===== config.mk =====
export PLATFORM = sky130hd
export DESIGN_NAME = threefish_host_loader
export DESIGN_NICKNAME = d
export VERILOG_FILES = /design/src/rtl/threefish_pkg.sv /design/src/rtl/threefish_word_packer.sv /design/src/rtl/threefish_host_loader.sv
export SDC_FILE = /design/constraint.sdc
export NUM_CORES = 2
export LEC_CHECK = 0
export CORE_AREA = 3 3 708 710
export CTS_CLUSTER_SIZE = 12
export DETAILED_ROUTE_END_ITERATION = 8
export DIE_AREA = 0 0 711 713
export PLACE_DENSITY = 0.38
export SYNTH_ARGS = -nofsm -noshare
export SYNTH_HDL_FRONTEND = slang
export SYNTH_SLANG_ARGS = --single-unit
export TNS_END_PERCENT = 10

===== constraint.sdc =====
create_clock -name inClk -period 3.1 [get_ports inClk]
set_input_delay 0.465 -clock inClk [delete_from_list [all_inputs] [get_ports inClk]]
set_output_delay 0.465 -clock inClk [all_outputs]
set_load 0.005 [all_outputs]

===== src/rtl/threefish_pkg.sv =====
// Shared definitions for the Threefish-512 host loader: default sizes, field tags,
// loader state encoding and the core round count.
package threefish_pkg;

    localparam int WW_DEF = 64;
    localparam int NW_DEF = 8;
    localparam int TW_DEF = 2;

    localparam logic [1:0] TAG_KEY   = 2'b00;
    localparam logic [1:0] TAG_TWEAK = 2'b01;
    localparam logic [1:0] TAG_BLOCK = 2'b10;
    localparam logic [1:0] TAG_RSVD  = 2'b11;

    typedef enum logic [1:0] {
        ST_LOAD,
        ST_START,
        ST_WAIT,
        ST_UNLOAD
    } state_e;

    localparam int CORE_ROUNDS = 73;

endpackage


===== src/rtl/threefish_word_packer.sv =====
// Per-field word assembler: writes word cnt into its slot, saturating count,
// full flag and a look-ahead full flag that includes this cycle's write.
module threefish_word_packer #(
    parameter int WW = 64,
    parameter int N  = 8
) (
    input  logic            clk,
    input  logic            rst,
    input  logic            wr_en,
    input  logic [WW-1:0]   wr_data,
    input  logic            clr,
    output logic [N*WW-1:0] field,
    output logic            full,
    output logic            full_next
);

    localparam int CW = $clog2(N + 1);

    logic [CW-1:0]   cnt_q, cnt_d;
    logic [N*WW-1:0] field_q, field_d;

    always_comb begin
        cnt_d   = cnt_q;
        field_d = field_q;
        if (clr) begin
            cnt_d = '0;
        end else if (wr_en && !full) begin
            for (int i = 0; i < N; i++) begin
                if (cnt_q == CW'(i)) field_d[i*WW +: WW] = wr_data;
            end
            cnt_d = cnt_q + CW'(1);
        end
    end

    assign full      = (cnt_q == CW'(N));
    assign full_next = (cnt_d == CW'(N));
    assign field     = field_q;

    always_ff @(posedge clk) begin
        if (rst) begin
            cnt_q   <= '0;
            field_q <= '0;
        end else begin
            cnt_q   <= cnt_d;
            field_q <= field_d;
        end
    end

endmodule


===== src/rtl/threefish_host_loader.sv =====
// Host-side initiator for the Threefish-512 core: assembles key/tweak/block, fires the
// core strobes, waits for the run, streams the result. THREEFISH_LOADER_KEY_REUSE_EN keeps key/tweak.
module threefish_host_loader
    import threefish_pkg::*;
#(
    parameter int WW = WW_DEF,
    parameter int NW = NW_DEF,
    parameter int TW = TW_DEF
) (
    input  logic             inClk,
    input  logic             inRst,
    input  logic [WW-1:0]    inData,
    input  logic [1:0]       inTag,
    input  logic             inValid,
    output logic             outReady,
    output logic [WW-1:0]    outData,
    output logic             outValid,
    input  logic             inReady,
    output logic             outLast,
    output logic [NW*WW-1:0] outKey,
    output logic [TW*WW-1:0] outTweak,
    output logic [NW*WW-1:0] outBlock,
    output logic             outKeyWr,
    output logic             outTweakWr,
    output logic             outBlockWr,
    input  logic             inCoreBusy,
    input  logic [NW*WW-1:0] inCoreBlock,
    output logic             outBusy,
    output logic             outTagErr
);

    localparam int IW = $clog2(NW);

    state_e            state_q, state_d;
    logic              seen_busy_q, seen_busy_d;
    logic [IW-1:0]     idx_q, idx_d, nidx;
    logic [NW*WW-1:0]  res_q, res_d;
    logic [WW-1:0]     data_q, data_d;
    logic              valid_q, valid_d, last_q, last_d, tag_err_q, tag_err_d;
    logic [2:0]        full, full_next, wr;
    logic              ready, accept, unload_done, clr_kt;

    always_comb begin
        ready = 1'b0;
        if (state_q == ST_LOAD) begin
            case (inTag)
                TAG_KEY:   ready = !full[0];
                TAG_TWEAK: ready = !full[1];
                TAG_BLOCK: ready = !full[2];
                default:   ready = 1'b1;
            endcase
        end
    end

    assign accept      = inValid && ready;
    assign wr[0]       = accept && (inTag == TAG_KEY);
    assign wr[1]       = accept && (inTag == TAG_TWEAK);
    assign wr[2]       = accept && (inTag == TAG_BLOCK);
    assign unload_done = (state_q == ST_UNLOAD) && valid_q && inReady && (idx_q == IW'(NW - 1));

`ifdef THREEFISH_LOADER_KEY_REUSE_EN
    // Key and tweak stay loaded across blocks; only a reset empties them.
    assign clr_kt = 1'b0;
`else
    assign clr_kt = unload_done;
`endif

    threefish_word_packer #(.WW(WW), .N(NW)) u_key (
        .clk(inClk), .rst(inRst), .wr_en(wr[0]), .wr_data(inData), .clr(clr_kt),
        .field(outKey), .full(full[0]), .full_next(full_next[0])
    );

    threefish_word_packer #(.WW(WW), .N(TW)) u_tweak (
        .clk(inClk), .rst(inRst), .wr_en(wr[1]), .wr_data(inData), .clr(clr_kt),
        .field(outTweak), .full(full[1]), .full_next(full_next[1])
    );

    threefish_word_packer #(.WW(WW), .N(NW)) u_block (
        .clk(inClk), .rst(inRst), .wr_en(wr[2]), .wr_data(inData), .clr(unload_done),
        .field(outBlock), .full(full[2]), .full_next(full_next[2])
    );

    assign nidx = idx_q + IW'(1);

    always_comb begin
        state_d     = state_q;
        seen_busy_d = seen_busy_q;
        idx_d       = idx_q;
        res_d       = res_q;
        data_d      = data_q;
        valid_d     = valid_q;
        last_d      = last_q;
        tag_err_d   = accept && (inTag == TAG_RSVD);
        case (state_q)
            ST_LOAD: begin
                // Never strobe into a busy core, even after a loader-only reset.
                if ((&full_next) && !inCoreBusy) state_d = ST_START;
            end
            ST_START: begin
                seen_busy_d = 1'b0;
                state_d     = ST_WAIT;
            end
            ST_WAIT: begin
                if (inCoreBusy) seen_busy_d = 1'b1;
                if (seen_busy_q && !inCoreBusy) begin
                    res_d   = inCoreBlock;
                    data_d  = inCoreBlock[WW-1:0];
                    valid_d = 1'b1;
                    last_d  = (NW == 1);
                    idx_d   = '0;
                    state_d = ST_UNLOAD;
                end
            end
            ST_UNLOAD: begin
                if (valid_q && inReady) begin
                    if (idx_q == IW'(NW - 1)) begin
                        valid_d = 1'b0;
                        last_d  = 1'b0;
                        state_d = ST_LOAD;
                    end else begin
                        idx_d = nidx;
                        for (int i = 0; i < NW; i++) begin
                            if (nidx == IW'(i)) data_d = res_q[i*WW +: WW];
                        end
                        last_d = (nidx == IW'(NW - 1));
                    end
                end
            end
            default: state_d = ST_LOAD;
        endcase
    end

    always_ff @(posedge inClk) begin
        if (inRst) begin
            state_q     <= ST_LOAD;
            seen_busy_q <= 1'b0;
            idx_q       <= '0;
            res_q       <= '0;
            data_q      <= '0;
            valid_q     <= 1'b0;
            last_q      <= 1'b0;
            tag_err_q   <= 1'b0;
        end else begin
            state_q     <= state_d;
            seen_busy_q <= seen_busy_d;
            idx_q       <= idx_d;
            res_q       <= res_d;
            data_q      <= data_d;
            valid_q     <= valid_d;
            last_q      <= last_d;
            tag_err_q   <= tag_err_d;
        end
    end

    assign outReady   = ready;
    assign outData    = data_q;
    assign outValid   = valid_q;
    assign outLast    = last_q;
    assign outKeyWr   = (state_q == ST_START);
    assign outTweakWr = (state_q == ST_START);
    assign outBlockWr = (state_q == ST_START);
    assign outBusy    = (state_q != ST_LOAD);
    assign outTagErr  = tag_err_q;

endmodule


==> results.py <==
metrics = {
    "status": {
        "status": "finished clean",
    },
    "place": {
        "place_area_sq_mm": 0.0924,
        "dp.cells": 16382,
        "preCtsSetupSlack_ns": 0.0103,
        "place_hpwl_um": 332000,
        "port_buffers": 1806,
        "gp_congestion": 0.822,
    },
    "critical_path": {
        "arrival_ns": 3.73,
        "start_kind": "flop",
        "critical_path.top_delay_family": "compound AO/OA/AOI/OAI gates",
        "r2r-start": "idx_q[1]",
        "critPathBufInv": 2,
        "critPathRequiredTime_ns": 3.85,
        "crit_type": "reg -> reg",
        "critPathSlowestCell": "ha_1",
        "critPathCaptureType": "flop",
        "crit_fanout": 10,
        "max_stage_delay_ns": 0.40,
        "reg2regPathDepth": 10,
        "r2r_end": "outData[4]",
        "ff2ff_setup_slack_ns": 0.12,
        "worstPathCellList": "ha_1 > ha_1 > nor2b_4 > buf_12 > buf_4 > mux2i_1 > a211oi_1 > a211oi_1 > o21ai_0 > a32o_1",
    },
    "final_layout": {
        "instances_no_fill": 16813,
        "n_fill_cell": 55793,
        "layout-drive-gt1-share": 0.0836,
        "finalNetCount": 10566,
        "finalInstanceArea_sq_mm": 0.100,
        "multi_input_area_sq_mm": 0.0267,
        "mostFrequentLayoutCells": "nand2_1 (3347), clkdlybuf4s50_1 (1762), dfxtp_1 (1746)",
        "register_area_sq_mm": 0.0350,
        "layout_commonest_cell": "nand2_1",
        "synthToLayoutAreaGrowth_pct": 54.4,
    },
    "floorplan": {
        "start_util": 0.130,
        "io_pins": 1807,
        "die_h_um": 713,
        "core_area_sq_mm": 0.496,
        "dieWidth_um": 711,
        "rows": 259,
        "dieArea_sq_mm": 0.507,
    },
    "cts": {
        "htree_levels": 4,
        "numCtsBuffers": 219,
        "clkLatencyLatePin_ns": 0.99,
        "cts.path.max_buffers": 4,
        "cts-root-buf": "clkbuf_16",
        "clkSinkCount": 1747,
        "post-cts-setup-buffer-count": 0,
        "cts_tree": "built",
        "path_clk_slew_ns": 0.06,
    },
    "hold_path": {
        "hp-start": "inData[60]",
        "hp-class": "in -> reg",
        "holdPathEnd": "u_block.field[508]",
        "whs_path_depth": 3,
    },
    "detailed_routing": {
        "viasPerCell": 3.93,
        "drc_errors": 0,
        "via_count": 66119,
        "wire_per_inst_um": 26.4,
        "drt_first_iter_violations": 5311,
        "drt-total-wl_um": 444000,
        "drtPass1Iterations": 6,
        "ant_nets": 0,
    },
    "global_route": {
        "use_met3": 0.0511,
        "grt_max_degree": 160,
        "overflow": 0,
        "grt_pass1_vias": 61918,
        "use_met2": 0.268,
        "grt.busiest_layer": "met2",
        "grt_pass1_wl_um": 582000,
        "grt.total_usage": 0.166,
        "use_met1": 0.209,
        "antenna_found_initial": 111,
    },
    "power_and_ir_drop": {
        "intPower_mw": 39.6,
        "total_leakage_power_nw": 32.5,
        "p_sw_mw": 13.7,
        "power_density_mw_per_mm2": 533,
        "ir_drop_mv": 0.537,
        "p_sw_frac": 0.256,
        "power_frac_clock": 0.502,
        "seqPwrFrac": 0.427,
        "pwr-share-comb": 0.072,
    },
    "synthesis": {
        "yosys_warnings": 0,
        "syn_area_per_cell_sq_um": 7.80,
        "synth_fp_nets": 8904,
        "ys_seq_area_frac": 0.540,
        "synth_cell_type_count": 53,
        "synth_area_sq_mm": 0.0648,
        "synthArstFlopShare": 0,
        "synth_ff_type": "dfxtp_1",
        "synth_edf_count": 0,
        "ys_seq_elements": 1747,
        "syn_inst": 8300,
    },
    "timing": {
        "max_slew.worst_pin.slew_ns": 1.07,
        "finalHoldViolCount": 0,
        "setup_viol": 0,
        "slew_headroom": 0.286,
        "skew_ns": 0.150,
        "fin_ws_ns": 0.124,
        "max_freq_mhz": 336,
        "slew_violations": 0,
        "period_share": 0.960,
        "min_period_ns": 2.98,
        "rsz0062_at_grt": "yes",
    },
    "flow_run": {
        "maxCapViolCount": 0,
    },
}
[cells by family after synthesis]
group / synth area share
buffers and inverters: 0.0534
AND/OR/NAND/NOR: 0.208
flip-flops: 0.540
XOR/XNOR: 0.000541
adder cells (fa/ha/maj): 0.00406
multiplexers: 0.0102
AO/OA/AOI/OAI: 0.184
[worst max-delay path by stage]
stage               start           to  slack (ns)  cells after the start
5_1_grt          idx_q[1]  outData[11]       -0.03                      9
6_report         idx_q[1]   outData[4]        0.12                     10
3_3_place_gp     idx_q[1]   outData[5]        0.02                     12
4_1_cts        state_q[0]     outKeyWr       0.006                      2
3_5_place_dp     idx_q[1]   outData[5]        0.01                     12
2_1_floorplan    idx_q[0]  outData[10]        0.82                     10
[per-stage QoR]
stage	util	hold WS, ns	TNS (ns)	total power, mW
CTS	0.201	0.00286	0	54.1
global placement	0.186	0.440	0	27.1
detailed placement	0.186	0.445	0	27.1
finish	0.202	0.0515	0	53.3
floorplan	-	0.432	0	24.2
global route	0.201	0.0391	-0.0636	55.1
[per-layer routing]
metal / share of wire / vias to the layer above
li1: - / 30594
met1: 0.43 / 32598
met2: 0.46 / 2316
met3: 0.081 / 557
met4: 0.031 / 54
met5: 0.00083 / -
[synthesized netlist by cell type (3+ instances only)]
cell / number / area share
nand2_1: 3366 / 0.20
dfxtp_1: 1747 / 0.54
a21oi_1: 1744 / 0.13
clkbuf_1: 479 / 0.028
buf_2: 229 / 0.018
a211oi_1: 126 / 0.015
nor2_1: 85 / 0.0049
o21ai_0: 71 / 0.0055
mux2i_1: 66 / 0.010
a32o_1: 62 / 0.0096
o221ai_1: 62 / 0.0084
o22a_1: 62 / 0.0084
buf_4: 54 / 0.0063
ha_1: 21 / 0.0041
inv_1: 19 / 0.0011
and2_1: 17 / 0.0016
buf_1: 11 / 0.00064
nor2b_1: 8 / 0.00077
nand2b_1: 7 / 0.00068
nand3_1: 6 / 0.00046
and3_1: 4 / 0.00039
nor3_1: 4 / 0.00031
a22oi_1: 3 / 0.00035
a311oi_1: 3 / 0.00041
nand3b_1: 3 / 0.00035
nor3b_1: 3 / 0.00035
xnor2_1: 3 / 0.00041
[sequential cells by signal (all words and copies together), names as in the netlist]
register       cells
res_q            512
u_block.field    512
u_key.field      512
u_tweak.field    128
outData           64
u_block.cnt_q      4
u_key.cnt_q        4
idx_q              3
state_q            2
u_tweak.cnt_q      2
outLast            1
outTagErr          1
outValid           1
seen_busy_q        1
[power by group through the flow]
stage          Sequential (mW)  Combinational (mW)  Clock, mW
4_1_cts                   22.7                3.92       27.5
3_5_place_dp              23.2                3.90          0
6_report                  22.7                3.83       26.7
3_3_place_gp              23.2                3.91          0
2_1_floorplan             23.2                1.01          0
5_1_grt                   22.7                4.01       28.3
[final cells by class]
| type | instances | share of cell area |
|---|---|---|
| inverters | 19 | 0.000713 |
| clock inverters | 73 | 0.00983 |
| diodes | 27 | 0.000675 |
| clock buffers | 317 | 0.0641 |
| flip-flops and latches | 1747 | 0.350 |
| well taps | 6655 | 0.0832 |
| repair buffers | 2214 | 0.225 |
| multi-input cells | 5761 | 0.266 |
[worst register-to-register path, stage by stage, from the launching register on]
cell      delay (ns)
dfxtp_1         0.35
ha_1            0.20
ha_1            0.40
nor2b_4         0.17
buf_12          0.17
buf_4           0.28
mux2i_1         0.30
a211oi_1        0.11
a211oi_1        0.36
o21ai_0         0.23
a32o_1          0.30
[timing repair]
| action | 4_1_cts | 5_1_grt |
|---|---|---|
| gates resized for setup | 4 | 2 |
| setup endpoints to repair | 3 | 4 |
| hold buffers | 14 | 0 |
| hold endpoints to repair | 113 | 0 |
Note: power is estimated with default switching activity, not from simulation.
